$ cat src/rtl/output_pkt_arbiter.sv
// Round-robin arbiter sharing the single 16-bit output_fifo write port among N packet sources.
// Packets are atomic; also provides a wrapping packet counter and a sticky length-violation flag.
module output_pkt_arbiter #(
    parameter int N             = 4,
    parameter int MAX_PKT_WORDS = 256,
    localparam int GW           = (N > 1) ? $clog2(N) : 1,
    localparam int WCW          = $clog2(MAX_PKT_WORDS)
) (
    input  logic              CLK,
    input  logic              RESET_N,
    input  logic              en,
    input  logic [16*N-1:0]   in_data,
    input  logic [N-1:0]      in_valid,
    input  logic [N-1:0]      in_last,
    output logic [N-1:0]      in_ready,
    output logic [15:0]       dout,
    output logic              wr_en,
    input  logic              full,
    output logic [GW-1:0]     grant_id,
    output logic              busy,
    output logic              err_pkt_len,
    output logic [15:0]       pkt_count
);

    typedef enum logic [1:0] {IDLE, BUSY, ERROR} state_t;

    state_t         state_q, state_d;
    logic [GW-1:0]  rr_ptr_q, rr_ptr_d;
    logic [GW-1:0]  grant_id_q, grant_id_d;
    logic [WCW-1:0] word_cnt_q, word_cnt_d;
    logic [15:0]    pkt_count_q, pkt_count_d;
    logic           err_q, err_d;

    logic           req_found;
    logic [GW-1:0]  req_sel;
    logic           xfer;

    // Search requesters starting at rr_ptr and wrapping, so the last winner gets lowest priority.
    always_comb begin
        int idx;
        logic [GW-1:0] cand;
        idx       = 0;
        cand      = '0;
        req_found = 1'b0;
        req_sel   = '0;
        for (int k = 0; k < N; k++) begin
            idx  = (int'(rr_ptr_q) + k) % N;
            cand = GW'(idx);
            if (!req_found && in_valid[cand]) begin
                req_found = 1'b1;
                req_sel   = cand;
            end
        end
    end

    assign xfer = (state_q == BUSY) && in_valid[grant_id_q] && !full;

    always_comb begin
        state_d     = state_q;
        rr_ptr_d    = rr_ptr_q;
        grant_id_d  = grant_id_q;
        word_cnt_d  = word_cnt_q;
        pkt_count_d = pkt_count_q;
        err_d       = err_q;
        in_ready    = '0;
        wr_en       = 1'b0;
        case (state_q)
            IDLE: begin
                if (en && req_found) begin
                    grant_id_d = req_sel;
                    word_cnt_d = '0;
                    state_d    = BUSY;
                end
            end
            BUSY: begin
                in_ready[grant_id_q] = !full;
                wr_en                = xfer;
                if (xfer) begin
                    if (in_last[grant_id_q]) begin
                        state_d     = IDLE;
                        rr_ptr_d    = (int'(grant_id_q) == N - 1) ? '0 : grant_id_q + 1'b1;
                        pkt_count_d = pkt_count_q + 16'd1;
                        word_cnt_d  = '0;
                    end else begin
                        word_cnt_d = word_cnt_q + 1'b1;
                        // The overlong word is still written before the block locks up.
                        if (word_cnt_q == WCW'(MAX_PKT_WORDS - 1)) begin
                            err_d   = 1'b1;
                            state_d = ERROR;
                        end
                    end
                end
            end
            ERROR: begin
                state_d = ERROR;
            end
            default: begin
                state_d = IDLE;
            end
        endcase
    end

    always_ff @(posedge CLK or negedge RESET_N) begin
        if (!RESET_N) begin
            state_q     <= IDLE;
            rr_ptr_q    <= '0;
            grant_id_q  <= '0;
            word_cnt_q  <= '0;
            pkt_count_q <= '0;
            err_q       <= 1'b0;
        end else begin
            state_q     <= state_d;
            rr_ptr_q    <= rr_ptr_d;
            grant_id_q  <= grant_id_d;
            word_cnt_q  <= word_cnt_d;
            pkt_count_q <= pkt_count_d;
            err_q       <= err_d;
        end
    end

    assign dout        = in_data[int'(grant_id_q)*16 +: 16];
    assign grant_id    = grant_id_q;
    assign busy        = (state_q == BUSY);
    assign err_pkt_len = err_q;
    assign pkt_count   = pkt_count_q;

endmodule

$ cat config.mk
export PLATFORM = sky130hd
export DESIGN_NAME = output_pkt_arbiter
export DESIGN_NICKNAME = d
export VERILOG_FILES = /design/src/rtl/output_pkt_arbiter.sv
export SDC_FILE = /design/constraint.sdc
export NUM_CORES = 1
export LEC_CHECK = 0
export CAP_MARGIN = 0
export CORE_MARGIN = 2
export CORE_UTILIZATION = 41
export CTS_CLUSTER_DIAMETER = 100
export DETAILED_ROUTE_END_ITERATION = 8
export PLACE_DENSITY = 0.86
export SETUP_SLACK_MARGIN = 0.4
export SLEW_MARGIN = 10
export SYNTH_ARGS = -nofsm -noshare
export SYNTH_HDL_FRONTEND = slang
export SYNTH_SLANG_ARGS = --single-unit
$ cat constraint.sdc
create_clock -name CLK -period 3.02 [get_ports CLK]
set_input_delay 0.302 -clock CLK [delete_from_list [all_inputs] [get_ports CLK]]
set_output_delay 0.302 -clock CLK [all_outputs]
set_load 0.05 [all_outputs]
Word-level counts from Yosys, hierarchy flattened
Index checks and enable logic that the tools add are counted.
- equal/unequal tests: 7
- shift-type cells: 1
- reductions and logical operators: 18
- $lt $le $gt $ge: 6
- add/sub/neg operators: 6
- bitwise logic cells: 2
- muxes and demuxes: 34
- operators with widths (operator ; count):
    64-bit by 7-bit variable part select with 16-bit output ; 1
    8-bit two-way mux ; 3
    2-bit two-way mux ; 9
    16-bit by 1-bit adder with 16-bit output (second input constant) ; 1
    8-bit case mux with 2 select lines ; 1
    2-bit by 3-bit < comparator with 1-bit output (second input constant) ; 5
    1-bit binary-select mux with 2-bit select ; 6
    1-bit two-way mux ; 12
    3-bit AND reduction ; 3
    8-bit by 1-bit adder with 8-bit output (second input constant) ; 1
    8-bit equality test (second input constant) ; 1
    1-bit logical AND ; 7
    2-bit case mux with 3 select lines ; 1
    2-bit by 1-bit adder with 2-bit output (second input constant) ; 2
    2-bit adder (second input constant) ; 2
    4-bit bitwise AND ; 1
    2-bit by 1-bit equality test with 1-bit output (second input constant) ; 2
    1-bit logical NOT ; 4
    4-bit two-way mux ; 1
    4-bit AND reduction ; 1
    3-bit by 1-bit inequality test with 1-bit output (second input constant) ; 1
    1-bit demux with 2-bit select ; 1
    2-bit equality test (second input constant) ; 1
    2-bit by 1-bit >= comparator with 1-bit output (second input constant) ; 1
    other kinds (6) ; 6
- word-level logic and storage cells: 80
- input bits: 76
- register bits after elaboration: 31
- output and inout bits: 41

Depth between registers and ports, before layout
Gate-level depths: netlist (run 1).
- depth in word-level cells: 15
- depth in mapped cells: 7
- gate-level depth less buffers: 5

Worst setup path after synthesis (run 1)
No wires, ideal clock.
- kind: reg2out
- start: register grant_id_q[0] (netlist: grant_id[0])
- end: output dout[0]
- data required time: 2718 ps
- cell stages (with the launch flop): 4
- path buffers: 2
- path slack: 623 ps
- arrival time: 2095 ps
- cell sequence: dfrtp_1 > buf_2 > buf_2 > mux4_2
- cells in the longest elaborated chain, start to end: 1
- ends and longest elaborated chain (what ; line ; source):
    from (decl) ; 29 ; logic [GW-1:0] grant_id_q, grant_id_d;
    from (signal assigned) ; 114 ; grant_id_q <= grant_id_d;
    64-bit by 7-bit variable part select with 16-bit output ; 121 ; assign dout = in_data[int'(grant_id_q)*16 +: 16];
    to (decl) ; 16 ; output logic [15:0] dout,
No other way between the ends.

Final worst setup path (run 1)
Ends and elaborated chain as after synthesis.

==> out/qor.yml, run 1 <==
status:
  status: "finished clean"
clock_network:
  h-tree-depth: 2
  hold_buffers: 0
  clockBufferDepth: 2
  cts_buffers: 5
  cts.clk_slew.worst_paths_ns: 0.06
  clock-root-buffer: "clkbuf_8"
  cts_tree: "done"
  clock_latency_ns: 0.28
  cts.sinks: 31
final_layout:
  fillers: 362
  antenna_cells: 0
  drive_gt1_frac: 0.110
  layout.nets: 381
  area_delta_synth_final_pct: 66.7
worst_setup_path:
  regToRegSetupSlack_ns: 0.73
  end_kind: "output pin"
  cp-start-kind: "flip-flop"
  arrival_ns: 2.23
  ff2ff_path_depth: 4
  rr_startpoint: "grant_id[0]"
  critical_path_class: "flip-flop to output pin"
  rr_endpoint: "pkt_count[1]"
  crit_fanout: 24
  worst-endpoint-required_ns: 2.72
power_and_ir_drop:
  ir_drop_uv: 247
  power.density_mw_per_mm2: 284
  leakagePower_uw: 0.00149
sta:
  min_period_ns: 2.53
  rsz0062_at_grt: "false"
  period_share: 0.837
  tns_ns: 0
  fmax_ghz: 0.396
  slew_viol_final: 0
  finalHoldViolations: 0
  skew_ns: 0.00789
  hold-worst-slack_ns: 0.429
  max-slew-margin-rel: 0.516
  worst_pin_slew_ns: 0.726
  setup_violations: 0
die:
  start_util: 0.429
  boundaryPins: 117
  die_y_um: 74.5
  die-width_um: 74.5
  dieArea_mm2: 0.00555
  rows: 25
  core-area_mm2: 0.00475
synthesis:
  synth_seq_cells: 31
  netlist_top_cells_area: "dfrtp_1 38%, mux4_2 20%, xnor2_1 6.0%"
  yosys_warnings: 0
  synth_area_leader_cell: "dfrtp_1"
  netlist_area_mm2: 0.00204
  yosys.area.top_type_share: 0.381
  syn-num-nets: 262
  synthCells: 180
  synth_top_cells_by_count: "31 x dfrtp_1, 18 x mux4_2, 14 x nand2_1, 14 x xnor2_1, 10 x o21ai_0"
  yosysUniqueCellTypes: 35
  synth_edf_count: 0
  async_flop_share: 1.00
  synth_most_common_cell: "dfrtp_1"
  synth_flop_cell: "dfrtp_1"
  postSynthAreaPerCell_um2: 11.3
  ys_seq_area_frac: 0.381
route:
  ant_nets: 0
  first_pass_iters: 4
  wl_per_cell_um: 15.9
  totalWireLength_mm: 5.83
  drc: 0
  route.vias.total: 1920
  vias_per_cell: 5.23
  drt-initial-drc-count: 75
global_routing:
  grt_pass1_wl_mm: 9.07
  overflow: 0
  antenna_found_initial: 0
  grt_start_max_net_pins: 32
  grt_pass1_vias: 1971
  grt_usage: 0.217
placed_design:
  portBuffers: 116
  place.gp.congestion: 0.817
  dpl.hpwl_mm: 4.54
min_path:
  hold_class: "input port to async pin"
job:
  max_cap_violations: 0
-- area by class of cell --
cell class	count	area, µm²	area share
inverters	8	30.0	0.00884
well taps	67	83.8	0.0247
multi-input cells	134	1190	0.349
flip-flops and latches	31	776	0.228
clock buffers	8	100	0.0295
repair buffers	119	1220	0.359
-- repair_timing --
| item | 4_1_cts | 5_1_grt |
|---|---|---|
| setup endpoints to repair | 0 | 16 |
| buffers inserted | 0 | 0 |
| resized for setup | 0 | 16 |
-- routing by layer --
layer | GRT usage | vias to the layer above | part of all wire
li1 | - | 914 | -
met1 | 0.269 | 936 | 0.40
met2 | 0.364 | 55 | 0.53
met3 | 0.0650 | 15 | 0.047
met4 | 0.0694 | 0 | 0.021
met5 | 0 | - | 0
-- report_power, final --
part | internal (µW) | switching [µW]
clock network | 208 | 144
registers | 415 | 0
logic | 121 | 77.7
-- state kept, by name (all words and copies together), names as in the netlist --
name and count:
err_pkt_len 1, grant_id 2, pkt_count 16, rr_ptr_q 2
state_q 2, word_cnt_q 8
-- worst max path at each step --
stage                      startpoint          end  slack, ns  depth (start not counted)
after floorplan           grant_id[0]      dout[0]       0.62                          3
after global placement           full  in_ready[2]       0.59                          4
after detailed placement         full  in_ready[1]       0.53                          4
after CTS                 grant_id[0]     dout[15]       0.44                          3
after global routing      grant_id[0]      dout[0]       0.40                          3
final                     grant_id[0]      dout[0]       0.49                          3
-- metrics by stage --
stage | utilization | worst slack (ns) | instance area [µm²] | total power (µW) | instances
4_1_cts | 0.706 | 0.439 | 3360 | 973 | 367
2_1_floorplan | - | 0.623 | 2040 | 489 | 180
3_5_place_dp | 0.685 | 0.534 | 3260 | 622 | 359
3_3_place_gp | 0.685 | 0.586 | 3260 | 618 | 359
6_report | 0.714 | 0.493 | 3400 | 966 | 367
5_1_grt | 0.714 | 0.402 | 3400 | 1000 | 367
-- cells in the final DEF, fill, tap and decap left out, types with 4 or more instances in the layout --
| master | instances |
|---|---|
| inv_1 | 8 |
| clkdlybuf4s50_1 | 99 |
| nand4_1 | 7 |
| nor3_1 | 4 |
| o21ai_0 | 10 |
| xnor2_1 | 14 |
| ha_1 | 6 |
| clkbuf_8 | 7 |
| and2_1 | 5 |
| mux4_2 | 18 |
| and3_1 | 6 |
| dfrtp_1 | 31 |
| buf_4 | 4 |
| nor2_1 | 9 |
| a22o_1 | 7 |
| nand2_1 | 14 |
| dlymetal6s2s_1 | 16 |
| nand3_1 | 7 |
-- cells by family (layout without fill, tap and decap cells) --
logic type | Yosys count | after routing | synth area share
flops | 31 | 31 | 0.381
simple gates | 64 | 64 | 0.174
compound gates | 28 | 28 | 0.0921
mux | 21 | 21 | 0.215
buf+inv | 15 | 135 | 0.0374
fa+ha+maj | 6 | 6 | 0.0368
xor+xnor | 15 | 15 | 0.0645
-- critical path, stage by stage (launching register included) --
cell             delay (ns)
dfrtp_1                0.32
buf_4                  0.35
mux4_2                 0.55
clkdlybuf4s50_1        0.71
Power figures use the tool's default switching activity.
==> inputs of run 2 (changes only) <==
--- a/config.mk
+++ b/config.mk
@@ -7,10 +7,10 @@
 export LEC_CHECK = 0
 export CAP_MARGIN = 0
 export CORE_MARGIN = 2
-export CORE_UTILIZATION = 41
+export CORE_UTILIZATION = 38
 export CTS_CLUSTER_DIAMETER = 100
 export DETAILED_ROUTE_END_ITERATION = 8
-export PLACE_DENSITY = 0.86
+export PLACE_DENSITY = 0.8
 export SETUP_SLACK_MARGIN = 0.4
 export SLEW_MARGIN = 10
 export SYNTH_ARGS = -nofsm -noshare
==> constraint.sdc (replaced) <==
create_clock -name CLK -period 2.6 [get_ports CLK]
set_input_delay 0.26 -clock CLK [delete_from_list [all_inputs] [get_ports CLK]]
set_output_delay 0.26 -clock CLK [all_outputs]
set_load 0.05 [all_outputs]
==> out/qor.yml, run 2 (synthesized netlist as in run 1, its figures left out) <==
die:
  die-width_um: 77.2  # +3.7%
  rows: 26  # +4.0%
  dieArea_mm2: 0.00597  # +7.5%
  boundaryPins: 117  # unchanged
  start_util: 0.397  # -0.0321
  core-area_mm2: 0.00514  # +8.1%
  die_y_um: 77.2  # +3.7%
clock_network:
  clock_latency_ns: 0.29  # about the same
  cts.sinks: 31  # unchanged
  hold_buffers: 0  # unchanged
  clockBufferDepth: 2  # unchanged
  cts_tree: "done"
  cts.clk_slew.worst_paths_ns: 0.07  # about the same
  h-tree-depth: 2  # unchanged
  clock-root-buffer: "clkbuf_8"
  cts_buffers: 5  # unchanged
worst_setup_path:
  worst-endpoint-required_ns: 2.34  # -0.38 ns
  arrival_ns: 1.85  # -0.38 ns
  end_kind: "output pin"
  regToRegSetupSlack_ns: 0.56  # -0.17 ns
  cpMaxStageDelayCell: "mux4_2"
  rr_startpoint: "grant_id[0]"
  crit_chain: "buf_12 -> mux4_2 -> dlygate4sd2_1"
  critical-path-max-stage-delay_ns: 0.54  # -0.17 ns
  crit_fanout: 24  # unchanged
  cp-start-kind: "flip-flop"
  critical_path_class: "flip-flop to output pin"
  ff2ff_path_depth: 5  # +1
  rr_endpoint: "state_q[1]"
route:
  route.vias.total: 1932  # +0.63%
  drt-initial-drc-count: 98  # +31%
  totalWireLength_mm: 5.98  # +2.6%
  wl_per_cell_um: 16.2  # +1.8%
  vias_per_cell: 5.22  # -0.19%
  first_pass_iters: 4  # unchanged
  ant_nets: 0  # unchanged
  drc: 0  # unchanged
sta:
  worst_pin_slew_ns: 0.530  # -0.195 ns
  min_period_ns: 2.11
  rsz0062_at_grt: "false"
  setup_violations: 0  # unchanged
  finalHoldViolations: 0  # unchanged
  fmax_ghz: 0.473
  tns_ns: 0  # unchanged
  max-slew-margin-rel: 0.648  # +0.132
  slew_viol_final: 0  # unchanged
  period_share: 0.813
  skew_ns: 0.00815  # +0.000260 ns
global_routing:
  grt_pass1_wl_mm: 9.73  # +7.2%
  grt_start_max_net_pins: 32  # unchanged
  antenna_found_initial: 0  # unchanged
  grt_pass1_vias: 1972  # +0.051%
  grt_usage: 0.207  # -0.00936
  overflow: 0  # unchanged
status:
  status: "finished clean"
final_layout:
  design_area_mm2: 0.00334  # -1.7%
  area_delta_synth_final_pct: 63.9
  final_cell_mix: "95 x clkdlybuf4s50_1, 30 x dfrtp_1, 18 x mux4_2, 16 x dlygate4sd2_1"
  layout.nets: 382  # +0.26%
  drive_gt1_frac: 0.133  # +0.0233
  largest_register_ffs: 16  # unchanged
  utilization: 0.650  # -0.0645
  layout_commonest_cell: "clkdlybuf4s50_1"
  antenna_cells: 0  # unchanged
placed_design:
  portBuffers: 116  # unchanged
  dpl.hpwl_mm: 4.83  # +6.3%
  place.gp.congestion: 0.833  # +2.0%
  dpl_cell_area_mm2: 0.00327  # +0.46%
power_and_ir_drop:
  power.density_mw_per_mm2: 328  # +15%
  leakagePower_uw: 0.00136  # -9.0%
  ir_drop_uv: 193  # -22%
job:
  max_cap_violations: 0  # unchanged
min_path:
  hold_class: "input port to async pin"
run 2: cell count changes in the layout (fill, tap and decap cells not counted), sizes merged:
| cell | change |
|---|---|
| clkbuf | -2 |
| clkdlybuf4s50 | -4 |
| dlymetal6s2s | -16 |
| dlygate4sd2 | +16 |
| buf | +5 |
| clkinv | +1 |
run 2: per-layer routing:
metal,vias to the layer above,wire length [µm],GRT usage
met3,10,332,0.0435
met1,941,2460,0.269
li1,916,-,-
met4,0,81,0.0643
met5,-,0,0
met2,65,3110,0.348
run 2: what timing repair did:
item                                    CTS  global route
setup buffers                             0             0
resized for setup                        16             1
endpoints found under the setup margin   16            12
run 2: power by group:
group | internal (µW) | switching, µW
Sequential | 482 | 0
Combinational | 132 | 88.5
Clock | 207 | 184
Total | 822 | 273
run 2: how the worst max path moves through the flow:
stage          slack (ns)           end        start
3_3_place_gp         0.36  pkt_count[1]  in_valid[0]
6_report             0.49      dout[12]  grant_id[0]
5_1_grt              0.42      dout[12]  grant_id[0]
2_1_floorplan        0.44       dout[0]  grant_id[0]
4_1_cts              0.46  pkt_count[1]  grant_id[0]
3_5_place_dp         0.30  pkt_count[7]  in_valid[0]
run 2: per-stage QoR:
stage / cells / total power (µW) / hold WS [ns] / worst slack, ns
detailed placement: 363 / 722 / 0.467 / 0.301
global placement: 363 / 718 / 0.464 / 0.357
global route: 370 / 1130 / 0.403 / 0.415
finish: 370 / 1090 / 0.369 / 0.487
floorplan: 180 / 568 / -0.0356 / 0.441
CTS: 370 / 1100 / 0.383 / 0.462
run 2: final cells by class:
type | instances | area, µm²
Timing Repair Buffer | 120 | 1170
Sequential cell | 31 | 777
Inverter | 8 | 30.0
Clock buffer | 6 | 82.6
Clock inverter | 1 | 5.00
Fill cell | 440 | 1800
Tap cell | 70 | 87.6
Multi-Input combinational cell | 134 | 1190
run 2: critical path, delay by kind of cell, from the launching register on:
kind / cells / cell delay (ns)
mux: 1 / 0.54
flops: 1 / 0.37
buf+inv: 2 / 0.64
